`src/rtl/seg_scan_decoder.sv`:
```
// ---------------------------------------------------------------------------
// seg_scan_decoder
//
// Observes a time-multiplexed seven-segment display bus, which uses active-low
// anodes and active-low cathodes, and recovers the 4-bit code shown on each
// digit. It sits beside the display driver and snoops the same nets. The
// per-digit codes and capture strobes feed the self-test checker.
//
// Parameters:
//   NUM_DIGITS    - number of anode lines scanned (1..8)
//   STABLE_CYCLES - consecutive clocks a bus value must hold before capture
//                   (2..255)
//
// Ports:
//   clk         - system clock
//   rst_n       - asynchronous active-low reset
//   anode       - active-low digit enables, bit i selects digit i
//   cathode     - active-low segments {a,b,c,d,e,f,g,dp}
//   digits      - registered code per digit, digit i at [4i+3:4i]
//   digit_valid - digit i captured at least once since reset
//   cap_strobe  - one-cycle pulse on each capture
//   cap_index   - index of the digit just captured
//   cap_code    - code just captured
//   code_err    - one-cycle pulse when a captured pattern is not in the table
//   anode_err   - one-cycle pulse when a stable window has several anodes low
//   frame_done  - one-cycle pulse when every digit has been captured since
//                 the previous frame_done
// ---------------------------------------------------------------------------
module seg_scan_decoder #(
    parameter int NUM_DIGITS    = 8,
    parameter int STABLE_CYCLES = 16
) (
    input  logic                    clk,
    input  logic                    rst_n,
    input  logic [NUM_DIGITS-1:0]   anode,
    input  logic [7:0]              cathode,
    output logic [4*NUM_DIGITS-1:0] digits,
    output logic [NUM_DIGITS-1:0]   digit_valid,
    output logic                    cap_strobe,
    output logic [2:0]              cap_index,
    output logic [3:0]              cap_code,
    output logic                    code_err,
    output logic                    anode_err,
    output logic                    frame_done
);

    localparam int         SW       = NUM_DIGITS + 8;
    localparam logic [7:0] STABLE_C = 8'(STABLE_CYCLES);

    // The result is {not_in_table, code}. Unknown patterns decode to E.
    function automatic logic [4:0] decode_cathode(input logic [7:0] pat);
        logic [4:0] res;
        case (pat)
            8'b0000_0011: res = {1'b0, 4'h0};
            8'b1001_1111: res = {1'b0, 4'h1};
            8'b0010_0101: res = {1'b0, 4'h2};
            8'b0000_1101: res = {1'b0, 4'h3};
            8'b1001_1001: res = {1'b0, 4'h4};
            8'b0100_1001: res = {1'b0, 4'h5};
            8'b0100_0001: res = {1'b0, 4'h6};
            8'b0001_1111: res = {1'b0, 4'h7};
            8'b0000_0001: res = {1'b0, 4'h8};
            8'b0000_1001: res = {1'b0, 4'h9};
            8'b1111_1110: res = {1'b0, 4'hA};
            8'b0011_0001: res = {1'b0, 4'hB};
            8'b1111_1111: res = {1'b0, 4'hF};
            default:      res = {1'b1, 4'hE};
        endcase
        return res;
    endfunction

    // Returns the number of low anode lines.
    function automatic logic [3:0] count_low(input logic [NUM_DIGITS-1:0] an);
        logic [3:0] cnt;
        cnt = 4'd0;
        for (int i = 0; i < NUM_DIGITS; i++) begin
            if (!an[i]) begin
                cnt = cnt + 4'd1;
            end else begin
                cnt = cnt;
            end
        end
        return cnt;
    endfunction

    // Returns the index of the lowest low anode line.
    function automatic logic [2:0] low_index(input logic [NUM_DIGITS-1:0] an);
        logic [2:0] idx;
        idx = 3'd0;
        for (int i = NUM_DIGITS - 1; i >= 0; i--) begin
            if (!an[i]) begin
                idx = 3'(i);
            end else begin
                idx = idx;
            end
        end
        return idx;
    endfunction

    // Synchronizer stages. They reset to all ones, which means blank and no digit.
    logic [NUM_DIGITS-1:0]   anode_s1_q, anode_s2_q;
    logic [7:0]              cathode_s1_q, cathode_s2_q;

    // Stability tracking state
    logic [SW-1:0]           sample_q, sample_d;
    logic [7:0]              cnt_q, cnt_d;
    logic                    used_q, used_d;

    // Output and frame state
    logic [4*NUM_DIGITS-1:0] digits_q, digits_d;
    logic [NUM_DIGITS-1:0]   valid_q, valid_d;
    logic [NUM_DIGITS-1:0]   mask_q, mask_d;
    logic                    cap_strobe_q, cap_strobe_d;
    logic [2:0]              cap_index_q, cap_index_d;
    logic [3:0]              cap_code_q, cap_code_d;
    logic                    code_err_q, code_err_d;
    logic                    anode_err_q, anode_err_d;
    logic                    frame_done_q, frame_done_d;

    // Combinational helpers
    logic [SW-1:0]           cur_s;
    logic                    event_s;
    logic [NUM_DIGITS-1:0]   win_anode_s;
    logic [NUM_DIGITS-1:0]   win_onehot_s;
    logic [3:0]              low_cnt_s;
    logic [4:0]              dec_s;
    logic [NUM_DIGITS-1:0]   mask_next_s;

    // Two-flop synchronizer on the snooped display bus
    always_ff @(posedge clk or negedge rst_n) begin
        if (!rst_n) begin
            anode_s1_q   <= '1;
            anode_s2_q   <= '1;
            cathode_s1_q <= 8'hFF;
            cathode_s2_q <= 8'hFF;
        end else begin
            anode_s1_q   <= anode;
            anode_s2_q   <= anode_s1_q;
            cathode_s1_q <= cathode;
            cathode_s2_q <= cathode_s1_q;
        end
    end

    // Stability counting, capture event detection and the next output state
    always_comb begin
        cur_s        = {anode_s2_q, cathode_s2_q};
        sample_d     = cur_s;
        cnt_d        = cnt_q;
        used_d       = used_q;
        digits_d     = digits_q;
        valid_d      = valid_q;
        mask_d       = mask_q;
        cap_strobe_d = 1'b0;
        cap_index_d  = cap_index_q;
        cap_code_d   = cap_code_q;
        code_err_d   = 1'b0;
        anode_err_d  = 1'b0;
        frame_done_d = 1'b0;

        // Classify the held sample, which is the value that has been stable.
        // The live value may change on the cycle the window completes.
        win_anode_s  = sample_q[SW-1:8];
        win_onehot_s = ~win_anode_s;
        low_cnt_s    = count_low(win_anode_s);
        dec_s        = decode_cathode(sample_q[7:0]);
        mask_next_s  = mask_q | win_onehot_s;

        event_s = (cnt_q == STABLE_C) && !used_q;

        if (cur_s != sample_q) begin
            cnt_d  = 8'd1;
            used_d = 1'b0;
        end else begin
            if (cnt_q < STABLE_C) begin
                cnt_d = cnt_q + 8'd1;
            end else begin
                cnt_d = cnt_q;
            end
            if (event_s) begin
                used_d = 1'b1;
            end else begin
                used_d = used_q;
            end
        end

        if (event_s) begin
            if (low_cnt_s == 4'd1) begin
                cap_strobe_d = 1'b1;
                cap_index_d  = low_index(win_anode_s);
                cap_code_d   = dec_s[3:0];
                code_err_d   = dec_s[4];
                valid_d      = valid_q | win_onehot_s;
                for (int i = 0; i < NUM_DIGITS; i++) begin
                    if (win_onehot_s[i]) begin
                        digits_d[4*i +: 4] = dec_s[3:0];
                    end else begin
                        digits_d[4*i +: 4] = digits_q[4*i +: 4];
                    end
                end
                // The frame closes only when every digit has been seen.
                // Repeat captures of a digit just refresh its mask bit.
                if (mask_next_s == {NUM_DIGITS{1'b1}}) begin
                    frame_done_d = 1'b1;
                    mask_d       = '0;
                end else begin
                    frame_done_d = 1'b0;
                    mask_d       = mask_next_s;
                end
            end else if (low_cnt_s == 4'd0) begin
                // A blanked interval is a normal part of scanning and is not an error.
                cap_strobe_d = 1'b0;
            end else begin
                anode_err_d = 1'b1;
            end
        end else begin
            cap_strobe_d = 1'b0;
        end
    end

    // State and registered outputs
    always_ff @(posedge clk or negedge rst_n) begin
        if (!rst_n) begin
            sample_q     <= '1;
            cnt_q        <= 8'd0;
            used_q       <= 1'b0;
            digits_q     <= '0;
            valid_q      <= '0;
            mask_q       <= '0;
            cap_strobe_q <= 1'b0;
            cap_index_q  <= 3'd0;
            cap_code_q   <= 4'd0;
            code_err_q   <= 1'b0;
            anode_err_q  <= 1'b0;
            frame_done_q <= 1'b0;
        end else begin
            sample_q     <= sample_d;
            cnt_q        <= cnt_d;
            used_q       <= used_d;
            digits_q     <= digits_d;
            valid_q      <= valid_d;
            mask_q       <= mask_d;
            cap_strobe_q <= cap_strobe_d;
            cap_index_q  <= cap_index_d;
            cap_code_q   <= cap_code_d;
            code_err_q   <= code_err_d;
            anode_err_q  <= anode_err_d;
            frame_done_q <= frame_done_d;
        end
    end

    assign digits      = digits_q;
    assign digit_valid = valid_q;
    assign cap_strobe  = cap_strobe_q;
    assign cap_index   = cap_index_q;
    assign cap_code    = cap_code_q;
    assign code_err    = code_err_q;
    assign anode_err   = anode_err_q;
    assign frame_done  = frame_done_q;

endmodule
```
`config.mk`:
```
export PLATFORM = sky130hd
export DESIGN_NAME = seg_scan_decoder
export DESIGN_NICKNAME = d
export VERILOG_FILES = /design/src/rtl/seg_scan_decoder.sv
export SDC_FILE = /design/constraint.sdc
export NUM_CORES = 1
export LEC_CHECK = 0
export CORE_UTILIZATION = 55
export CTS_BUF_LIST = sky130_fd_sc_hd__clkbuf_8 sky130_fd_sc_hd__clkbuf_16
export CTS_CLUSTER_SIZE = 20
export DETAILED_ROUTE_END_ITERATION = 10
export DONT_BUFFER_PORTS = 1
export GPL_TIMING_DRIVEN = 0
export HOLD_SLACK_MARGIN = 0.1
export PLACE_DENSITY = 0.69
export SLEW_MARGIN = 0
export SYNTH_ARGS = -nofsm -noshare
export SYNTH_HDL_FRONTEND = slang
export SYNTH_SLANG_ARGS = --single-unit
```
`constraint.sdc`:
```
create_clock -name clk -period 5.1 [get_ports clk]
set_input_delay 0 -clock clk [delete_from_list [all_inputs] [get_ports clk]]
set_output_delay 0 -clock clk [all_outputs]
set_load 0.01 [all_outputs]
```
==> results of run 1 <==
## power breakdown
group / internal (mW) / switching, mW
Combinational: 0.168 / 0.228
Sequential: 0.956 / 0.0140
Clock: 0.796 / 0.427
Total: 1.92 / 0.669
## stage by stage
| step | worst slack, ns | total power, mW |
|---|---|---|
| after floorplan | 0.0266 | 1.20 |
| after global placement | -0.531 | 1.23 |
| after detailed placement | -0.650 | 1.24 |
| after CTS | 0.0291 | 2.54 |
| after global routing | -0.125 | 2.69 |
| final | 0.000864 | 2.59 |
## area by class of cell
cell class	instances	area (µm²)	area share, %
multi-input cells	235	2170	33.2
flip-flops and latches	116	2960	45.3
plain buffers	11	56.3	0.861
repair buffers	54	523	7.99
inverters	19	76.3	1.17
clock inverters	15	203	3.10
clock buffers	17	414	6.33
well taps	108	135	2.07
## registers in the layout (all words and copies together), names as in the netlist, 4 cells and up
register      count
anode_s1_q        8
anode_s2_q        8
cap_code          4
cathode_s1_q      8
cathode_s2_q      8
cnt_q             8
digit_valid       8
digits           32
mask_q            8
sample_q         16
## routing by layer
layer  vias up  GRT usage (%)  wire, µm
li1       1484              -         -
met1      1694           29.7      4410
met2       131           40.4      5810
met3        31           7.02       627
met4         0           9.76       312
met5         -              0         0
## synth_stat cells (2+ instances only)
master and instances:
a21boi_0 3, a21oi_1 8, a31oi_1 4, a41oi_1 2, and2_1 7, buf_2 3
clkbuf_1 6, dfrtp_1 68, dfstp_2 48, ha_1 9, inv_1 19, mux2_2 39
nand2_1 17, nand2b_1 8, nand3_1 4, nand3b_1 2, nand4_1 7, nand4_2 3
nor2_1 7, nor2b_1 9, nor3_1 9, nor3b_1 3, nor4_1 8, nor4_4 6
o211ai_1 2, o21a_1 5, o21ai_0 7, o21bai_1 2, o22ai_1 5, or2_2 5
xnor2_1 27, xnor2_4 2, xnor3_1 2
## cells by family after synthesis
kind of cell	count (synthesis)	share of synthesized area (%)
flip-flops	116	57.9
XOR/XNOR	35	8.09
buffers and inverters	30	2.49
AO/OA/AOI/OAI	45	5.84
multiplexers	41	9.29
adder cells (fa/ha/maj)	9	2.20
AND/OR/NAND/NOR	105	14.2
## critical path: cells and delay by family, from the launching register on
family                   cells  cell delay (ns)
buffers and inverters        4             0.43
flip-flops                   1             0.59
multiplexers                 1             0.34
adder cells (fa/ha/maj)      6             1.43
AND/OR/NAND/NOR              8             1.34
AO/OA/AOI/OAI                5             0.84
## worst max-delay path by stage
| stage | end | cells past startpoint | startpoint |
|---|---|---|---|
| after global placement | digits[2] | 22 | sample_q[8] |
| after CTS | digits[12] | 24 | sample_q[8] |
| after detailed placement | digits[3] | 22 | sample_q[8] |
| final | digits[3] | 24 | sample_q[8] |
| after floorplan | digits[0] | 22 | sample_q[8] |
| after global routing | digits[6] | 23 | sample_q[8] |
## repair_timing
action / CTS / global route
hold buffers: 34 / 0
resized for setup: 10 / 25
pin swaps: 11 / 15
endpoints found under the hold margin: 132 / 0
endpoints found under the setup margin: 57 / 57
buffers inserted: 11 / 9
==> impl_summary.txt, run 1 <==
----------------------------------------------------
[Outcome]
  Status ... complete, but fails checks
  Violations in the final reports ... DRC

[Setup path]
  Most common cell on crit path ... ha_4
  CP max-delay cell ... dfstp_2
  Startpoint-to-endpoint class of the critical path ... flop to flop
  Capture instance of the worst register-to-register path ... digits[3]
  Largest stage delay on the critical path ... 0.59 ns
  Critical Path, Cell by Cell ... buf_6 > ha_4 > nor2b_4 > nor2_2 > ha_1 > inv_2 > o21ai_4 > ha_4 > nand2b_4 > nand2_4 > ha_4 > nor2_1 > a31oi_1 > o21bai_1 > ha_1 > o22ai_2 > inv_2 > ha_4 > nor3_4 > a31oi_2 > or3_4 > nor4_4 > buf_6 > mux2_2
  Crit end category ... flop
  Maximum net fanout on the critical path ... 6
  Reg2Reg Depth ... 24
  Register-to-Register Setup Slack ... 0.0009 ns
  Critical Path Source Type ... flop
  Data arrival at the endpoint of the critical path ... 5.49 ns
  Critical path data required time ... 5.49 ns
  Reg2Reg Launch Point ... sample_q[8]

[Finish]
  Most common library cell in the layout ignoring fill and taps ... dfrtp_1
  Utilization of the core after routing ... 73.9%
  Area overhead of the layout relative to synthesis ... 27.8%
  Count of antenna diodes in the layout ... 0
  Share of layout cells above drive strength 1 ... 40.5%
  Final nets ... 481
  Final Non-Filler Cells ... 575
  Post-route standard cell area excluding fillers ... 6540 µm²
  Commonest cells after routing, fill and taps aside ... dfrtp_1 (68), dfstp_2 (48), mux2_2 (35)
  Count of fill cells added during filler insertion ... 575

[Route]
  Number of iterations in the first detailed-routing pass ... 9
  Number of vias in the routed layout ... 3,340
  1st-iter DRT viols ... 117
  Ratio of routed vias to standard cells ... 5.81
  Final ANT Viol Nets ... 0
  Drt drc ... 4
  Final routed wire length divided by cell count ... 19.4 µm
  Total Routed Length ... 11.2 mm

[STA]
  Setup-failing EPs final ... 0
  Final critical-path required period ... 5.10 ns
  Worst slew margin relative to its limit ... 30.1%
  Transition time of the tightest slew-check pin ... 1.04 ns
  Post-route fraction of the period consumed by the critical path ... 100%
  Count of final hold-check violations ... 0
  Final hold slack ... 0.102 ns
  Largest clock skew in the final design ... 0.00887 ns
  RSZ-0062 raised after global routing ... yes
  Aggregate negative setup slack ... 0 ns
  Max Fclk ... 196 MHz
  Fin. max-slew vios ... 0

[Floorplan]
  Die footprint ... 9690 µm²
  Die X-Extent ... 98.5 µm
  Die Ht ... 98.5 µm
  Starting utilization of the core area ... 57.8%
  # IOs ... 69
  Placeable core area ... 8850 µm²
  Std-Cell Rows ... 34

[CTS]
  Maximum number of buffers from clock root to sink ... 2
  Number of buffers created by CTS ... 17
  Clock sinks ... 116
  TritonCTS clock tree ... yes
  H-tree levels ... 4
  Worst skew pair latency ... 0.51 ns
  Cell at the root of the clock tree ... clkbuf_8
  Worst-path clk slew ... 0.06 ns

[Logic synthesis]
  Most used flip-flop cell after synthesis ... dfrtp_1
  Net count after synthesis ... 408
  Proportion of register bits with asynchronous set or reset after synthesis ... 100%
  Number of enable-type register cells in the synthesized netlist ... 0
  Main area contributors after synthesis ... dfrtp_1 (33%), dfstp_2 (25%), mux2_2 (8.6%)
  Gate count of the mapped netlist ... 381
  Yosys warning count ... 0
  Post-synthesis area per instance ... 13.4 µm²
  Post-synthesis register bit count ... 116
  Post-synth top area share ... 33.3%
  Number of unique standard cell types used by synthesis ... 58
  Sequential element share of the synthesized area ... 57.9%
  Cell Area, Synth ... 5120 µm²
  Synth area leader ... dfrtp_1

[Placement]
  Placed insts ... 489
  Final GP Congestion ... 0.816
  DP Area ... 5250 µm²
  Number of buffers added on ports ... 0
  Final HPWL DP ... 6.59 mm

[GRT]
  Global-route wire length before repair ... 17.7 mm
  Total track usage ... 24.2%
  Vias in the first global route ... 3,418
  Maximum number of pins on one net before global-route repair ... 117
  Antenna violations before repair ... 0
  Total congestion overflow after global routing ... 0

[Worst hold path]
  Worst min-delay path category ... input port to asynchronous set/reset pin

[Power]
  Leakage Power ... 2.91 nW
  Peak supply drop ... 0.252 mV
  Power density over the cells ... 396 nW/µm²

[Job]
  Number of maximum-capacitance constraint violations ... 0

----------------------------------------------------
Note: power is estimated with default switching activity, not from simulation.
==> inputs of run 2 (changes only) <==
Settings changed: REMOVE_ABC_BUFFERS set to 1.
==> impl_summary.txt, run 2 (synthesis gave the netlist of run 1 again) <==
----------------------------------------------------
[Outcome]
  Status ... complete, but fails checks
  Violations in the final reports ... DRC

[Setup path]
  Maximum net fanout on the critical path ... 6
  Critical Path Source Type ... flop
  Data arrival at the endpoint of the critical path ... 5.30 ns
  Critical path data required time ... 5.49 ns
  Crit end category ... flop
  Startpoint-to-endpoint class of the critical path ... flop to flop

[Route]
  Drt drc ... 1
  1st-iter DRT viols ... 184
  Number of vias in the routed layout ... 3,170
  Final ANT Viol Nets ... 0
  Final routed wire length divided by cell count ... 18.6 µm
  Ratio of routed vias to standard cells ... 5.64
  Number of iterations in the first detailed-routing pass ... 9
  Total Routed Length ... 10.4 mm

[GRT]
  Vias in the first global route ... 3,225
  Total congestion overflow after global routing ... 0
  Total track usage ... 23.3%
  Antenna violations before repair ... 0
  Maximum number of pins on one net before global-route repair ... 117
  Global-route wire length before repair ... 16.9 mm

[Placement]
  Placed insts ... 478
  Final GP Congestion ... 0.842
  Number of buffers added on ports ... 0
  Final HPWL DP ... 6.22 mm
  DP Worst Slack ... -0.556 ns

[STA]
  Post-route fraction of the period consumed by the critical path ... 96.3%
  Final critical-path required period ... 4.91 ns
  Setup-failing EPs final ... 0
  Final hold slack ... 0.0891 ns
  Transition time of the tightest slew-check pin ... 1.08 ns
  Max Fclk ... 204 MHz
  Aggregate negative setup slack ... 0 ns
  Largest clock skew in the final design ... 0.0145 ns
  Count of final hold-check violations ... 0
  Setup WS post-layout ... 0.186 ns
  Worst slew margin relative to its limit ... 27.9%
  Fin. max-slew vios ... 0

[Floorplan]
  # IOs ... 69
  Placeable core area ... 8850 µm²
  Die X-Extent ... 98.5 µm
  Die Ht ... 98.5 µm
  Starting utilization of the core area ... 57.8%
  Std-Cell Rows ... 34
  Die footprint ... 9690 µm²

[CTS]
  Maximum number of buffers from clock root to sink ... 2
  TritonCTS clock tree ... yes
  Worst skew pair latency ... 0.51 ns
  Cell at the root of the clock tree ... clkbuf_8
  Worst-path clk slew ... 0.05 ns
  H-tree levels ... 4
  Clock sinks ... 116
  Number of buffers created by CTS ... 17

[Job]
  Number of maximum-capacitance constraint violations ... 0

[Finish]
  Commonest cells after routing, fill and taps aside ... dfrtp_1 (68), dfstp_2 (48), mux2_2 (39)
  Share of layout cells above drive strength 1 ... 39.4%
  Most common library cell in the layout ignoring fill and taps ... dfrtp_1
  Area overhead of the layout relative to synthesis ... 24.8%
  Final nets ... 469
  Count of fill cells added during filler insertion ... 576
  Final Non-Filler Cells ... 562
  Largest register FFs ... 32
  Count of antenna diodes in the layout ... 0

[Power]
  Peak supply drop ... 0.234 mV
  Leakage Power ... 2.86 nW
  Power density over the cells ... 391 nW/µm²
  Final Power ... 2.50 mW

[Worst hold path]
  Worst min-delay path category ... input port to asynchronous set/reset pin

----------------------------------------------------
==> run 2: per-layer routing <==
metal  vias up  part of all wire (%)  GRT usage, %
li1       1457                     -             -
met1      1606                    44          31.8
met2        93                    50          36.4
met3        14                   5.4          5.60
met4         0                   1.4          9.64
met5         -                     0             0
==> run 2: report_power, final <==
group / switching, mW / total, mW / internal, mW
combinational: 0.190 / 0.352 / 0.161
clock: 0.396 / 1.16 / 0.764
sequential: 0.0275 / 0.985 / 0.957
total: 0.614 / 2.50 / 1.88
==> run 2: worst paths after layout <==
| path | slack (ns) | depth (start not counted) | start | endpoint |
|---|---|---|---|---|
| max | 0.19 | 23 | sample_q[8] | digits[0] |
| min | 0.09 | 2 | rst_n | cap_code[3] |
| max reg2reg | 0.19 | 23 | sample_q[8] | digits[0] |
| min reg2reg | 0.35 | 0 | cathode_s1_q[6] | cathode_s2_q[6] |
| max in group asynchronous | 4.57 | 2 | rst_n | digit_valid[0] |
| min in group clk | 0.35 | 0 | cathode_s1_q[6] | cathode_s2_q[6] |
==> run 2: worst max-delay path, stage by stage, from the launching register on <==
cell and delay [ns]:
dfstp_2 0.58, inv_2 0.07, ha_4 0.26, xnor2_2 0.14, ha_1 0.32, inv_2 0.04, o21ai_2 0.13, ha_1 0.27
nand2b_1 0.12, nand2_2 0.08, ha_4 0.27, nor2_2 0.04, a31oi_1 0.20, o21bai_4 0.17, ha_4 0.21, o22ai_2 0.17
inv_2 0.06, ha_4 0.21, nor3_2 0.14, a31oi_1 0.08, or3_4 0.44, nor4_4 0.28, buf_4 0.18, mux2_2 0.33
==> run 2: layout make-up <==
class	count	area, µm²	share of cell area, %
sequential	116	2960	46.4
clock buffer	23	531	8.31
clock inverter	8	67.6	1.06
multi-input combinational	235	2120	33.2
inverter	19	71.3	1.12
tap	108	135	2.12
timing repair buffer	53	498	7.80
==> run 2: stage by stage <==
step                      cell area (µm²)  util (%)
after floorplan                      5060         -
after global placement               5200      58.7
after detailed placement             5200      58.7
after CTS                            6250      70.7
after global routing                 6390      72.2
final                                6390      72.2
==> run 2: repair_timing <==
action,4_1_cts,5_1_grt
gates resized for setup,3,16
setup endpoints to repair,57,56
hold endpoints to repair,132,0
buffers inserted,11,7
hold buffers,34,0
pin swaps,9,7
==> inputs of run 3 (changes only) <==
Settings changed: SETUP_SLACK_MARGIN set to 0.3.
==> impl_summary.txt, run 3 (synthesis gave the netlist of run 1 again) <==
----------------------------------------------------
[Floorplan]
  Std-Cell Rows ... 34
  Die footprint ... 9690 µm²
  Die Ht ... 98.5 µm
  Die X-Extent ... 98.5 µm
  Starting utilization of the core area ... 57.8%
  Placeable core area ... 8850 µm²
  # IOs ... 69

[Finish]
  Share of layout cells above drive strength 1 ... 42.5%
  Commonest cells after routing, fill and taps aside ... dfrtp_1 (68), dfstp_2 (48), buf_4 (34)
  Area overhead of the layout relative to synthesis ... 30.7%
  Largest register FFs ... 32
  Count of antenna diodes in the layout ... 0
  Most common library cell in the layout ignoring fill and taps ... dfrtp_1
  Final nets ... 490
  Final Non-Filler Cells ... 583

[Power]
  Leakage Power ... 2.99 nW
  Peak supply drop ... 0.237 mV
  Power density over the cells ... 388 nW/µm²
  Final Power ... 2.60 mW

[CTS]
  TritonCTS clock tree ... yes
  Maximum number of buffers from clock root to sink ... 2
  Number of buffers created by CTS ... 17
  Worst-path clk slew ... 0.06 ns
  H-tree levels ... 4
  Clock sinks ... 116
  Worst skew pair latency ... 0.52 ns
  Cell at the root of the clock tree ... clkbuf_8

[Setup path]
  Startpoint-to-endpoint class of the critical path ... flop to flop
  Crit end category ... flop
  Maximum net fanout on the critical path ... 6
  Data arrival at the endpoint of the critical path ... 5.38 ns
  Critical path data required time ... 5.50 ns
  Critical Path Source Type ... flop

[STA]
  Count of final hold-check violations ... 0
  Fin. max-slew vios ... 0
  Aggregate negative setup slack ... 0 ns
  Worst slew margin relative to its limit ... 22.1%
  Transition time of the tightest slew-check pin ... 1.16 ns
  Setup WS post-layout ... 0.120 ns
  Post-route fraction of the period consumed by the critical path ... 97.6%
  Final hold slack ... 0.0823 ns
  Final critical-path required period ... 4.98 ns
  RSZ-0062 raised after global routing ... yes
  Largest clock skew in the final design ... 0.0108 ns
  Setup-failing EPs final ... 0
  Max Fclk ... 201 MHz

[Placement]
  Final GP Congestion ... 0.842
  Final HPWL DP ... 6.22 mm
  Number of buffers added on ports ... 0
  Placed insts ... 478
  DP Worst Slack ... -0.556 ns

[GRT]
  Global-route wire length before repair ... 17.4 mm
  Total track usage ... 24.0%
  Antenna violations before repair ... 0
  Vias in the first global route ... 3,322
  Total congestion overflow after global routing ... 0
  Maximum number of pins on one net before global-route repair ... 117

[Worst hold path]
  Worst min-delay path category ... input port to asynchronous set/reset pin

[Route]
  Final routed wire length divided by cell count ... 19.2 µm
  Total Routed Length ... 11.2 mm
  Number of vias in the routed layout ... 3,295
  Final ANT Viol Nets ... 0
  Drt drc ... 1
  Number of iterations in the first detailed-routing pass ... 9
  Ratio of routed vias to standard cells ... 5.65
  1st-iter DRT viols ... 237

[Outcome]
  Status ... complete, but fails checks
  Violations in the final reports ... DRC

[Job]
  Number of maximum-capacitance constraint violations ... 0

----------------------------------------------------
run 3: cell types whose count changed in the layout (fill, tap and decap cells not counted), moves of 2 or more:
cell / previous run / this run
nor3_2: 2 / 0
mux2_4: 0 / 14
mux2_2: 39 / 25
nor3_4: 0 / 2
buf_6: 0 / 4
a31oi_4: 0 / 2
a31oi_1: 4 / 2
buf_4: 18 / 34
run 3: final timing paths:
kind / start / endpoint / slack, ns / cells past startpoint
worst max-delay path: sample_q[8] / digits[20] / 0.12 / 24
worst min-delay path: rst_n / cap_code[0] / 0.08 / 2
worst max register to register: sample_q[8] / digits[20] / 0.12 / 24
worst min register to register: cathode_s1_q[6] / cathode_s2_q[6] / 0.35 / 0
max in group asynchronous: rst_n / mask_q[0] / 4.55 / 2
min in group clk: cathode_s1_q[6] / cathode_s2_q[6] / 0.35 / 0
run 3: area by class of cell:
| type | instances | area (µm²) |
|---|---|---|
| repair buffers | 74 | 683 |
| well taps | 108 | 135 |
| inverters | 19 | 71.3 |
| fillers | 515 | 2160 |
| clock inverters | 8 | 67.6 |
| multi-input cells | 235 | 2240 |
| flip-flops and latches | 116 | 2960 |
| clock buffers | 23 | 531 |
run 3: power breakdown:
group | switching (mW) | total, mW | leakage [nW] | internal (mW)
logic | 0.227 | 0.446 | 1.23 | 0.219
clock network | 0.401 | 1.17 | 0.305 | 0.764
registers | 0.0285 | 0.986 | 1.45 | 0.957
run 3: metal layers:
metal | part of all wire, % | vias to the layer above | wire (µm) | GRT usage (%)
met1 | 42 | 1658 | 4750 | 32.1
met2 | 50 | 108 | 5580 | 38.6
met4 | 2.0 | 0 | 229 | 9.53
met3 | 5.8 | 20 | 655 | 5.60
met5 | 0 | - | 0 | 0
li1 | - | 1509 | - | -
run 3: worst max-delay path, stage by stage (launching register included):
cell	delay, ns
dfstp_2	0.58
inv_2	0.07
ha_4	0.27
xnor2_2	0.15
ha_1	0.32
inv_2	0.04
o21ai_2	0.15
ha_1	0.27
nand2b_1	0.12
nand2_2	0.07
ha_4	0.28
nor2_4	0.04
a31oi_4	0.16
o21bai_4	0.15
ha_4	0.22
o22ai_4	0.16
inv_2	0.07
ha_4	0.23
nor3_4	0.20
a31oi_4	0.06
or3_4	0.41
buf_4	0.16
nor4_4	0.16
buf_6	0.18
mux2_2	0.33
run 3: stage by stage:
stage / area [µm²] / util [%]
detailed placement: 5200 / 58.7
floorplan: 5060 / -
global route: 6690 / 75.6
CTS: 6380 / 72.2
global placement: 5200 / 58.7
finish: 6690 / 75.6
run 3: timing repair:
action / 4_1_cts / 5_1_grt
cloned: 0 / 0
endpoints found under the setup margin: 59 / 59
endpoints found under the hold margin: 132 / 0
resized for setup: 16 / 30
pin swaps: 11 / 9
hold buffers: 34 / 0
setup buffers: 23 / 16
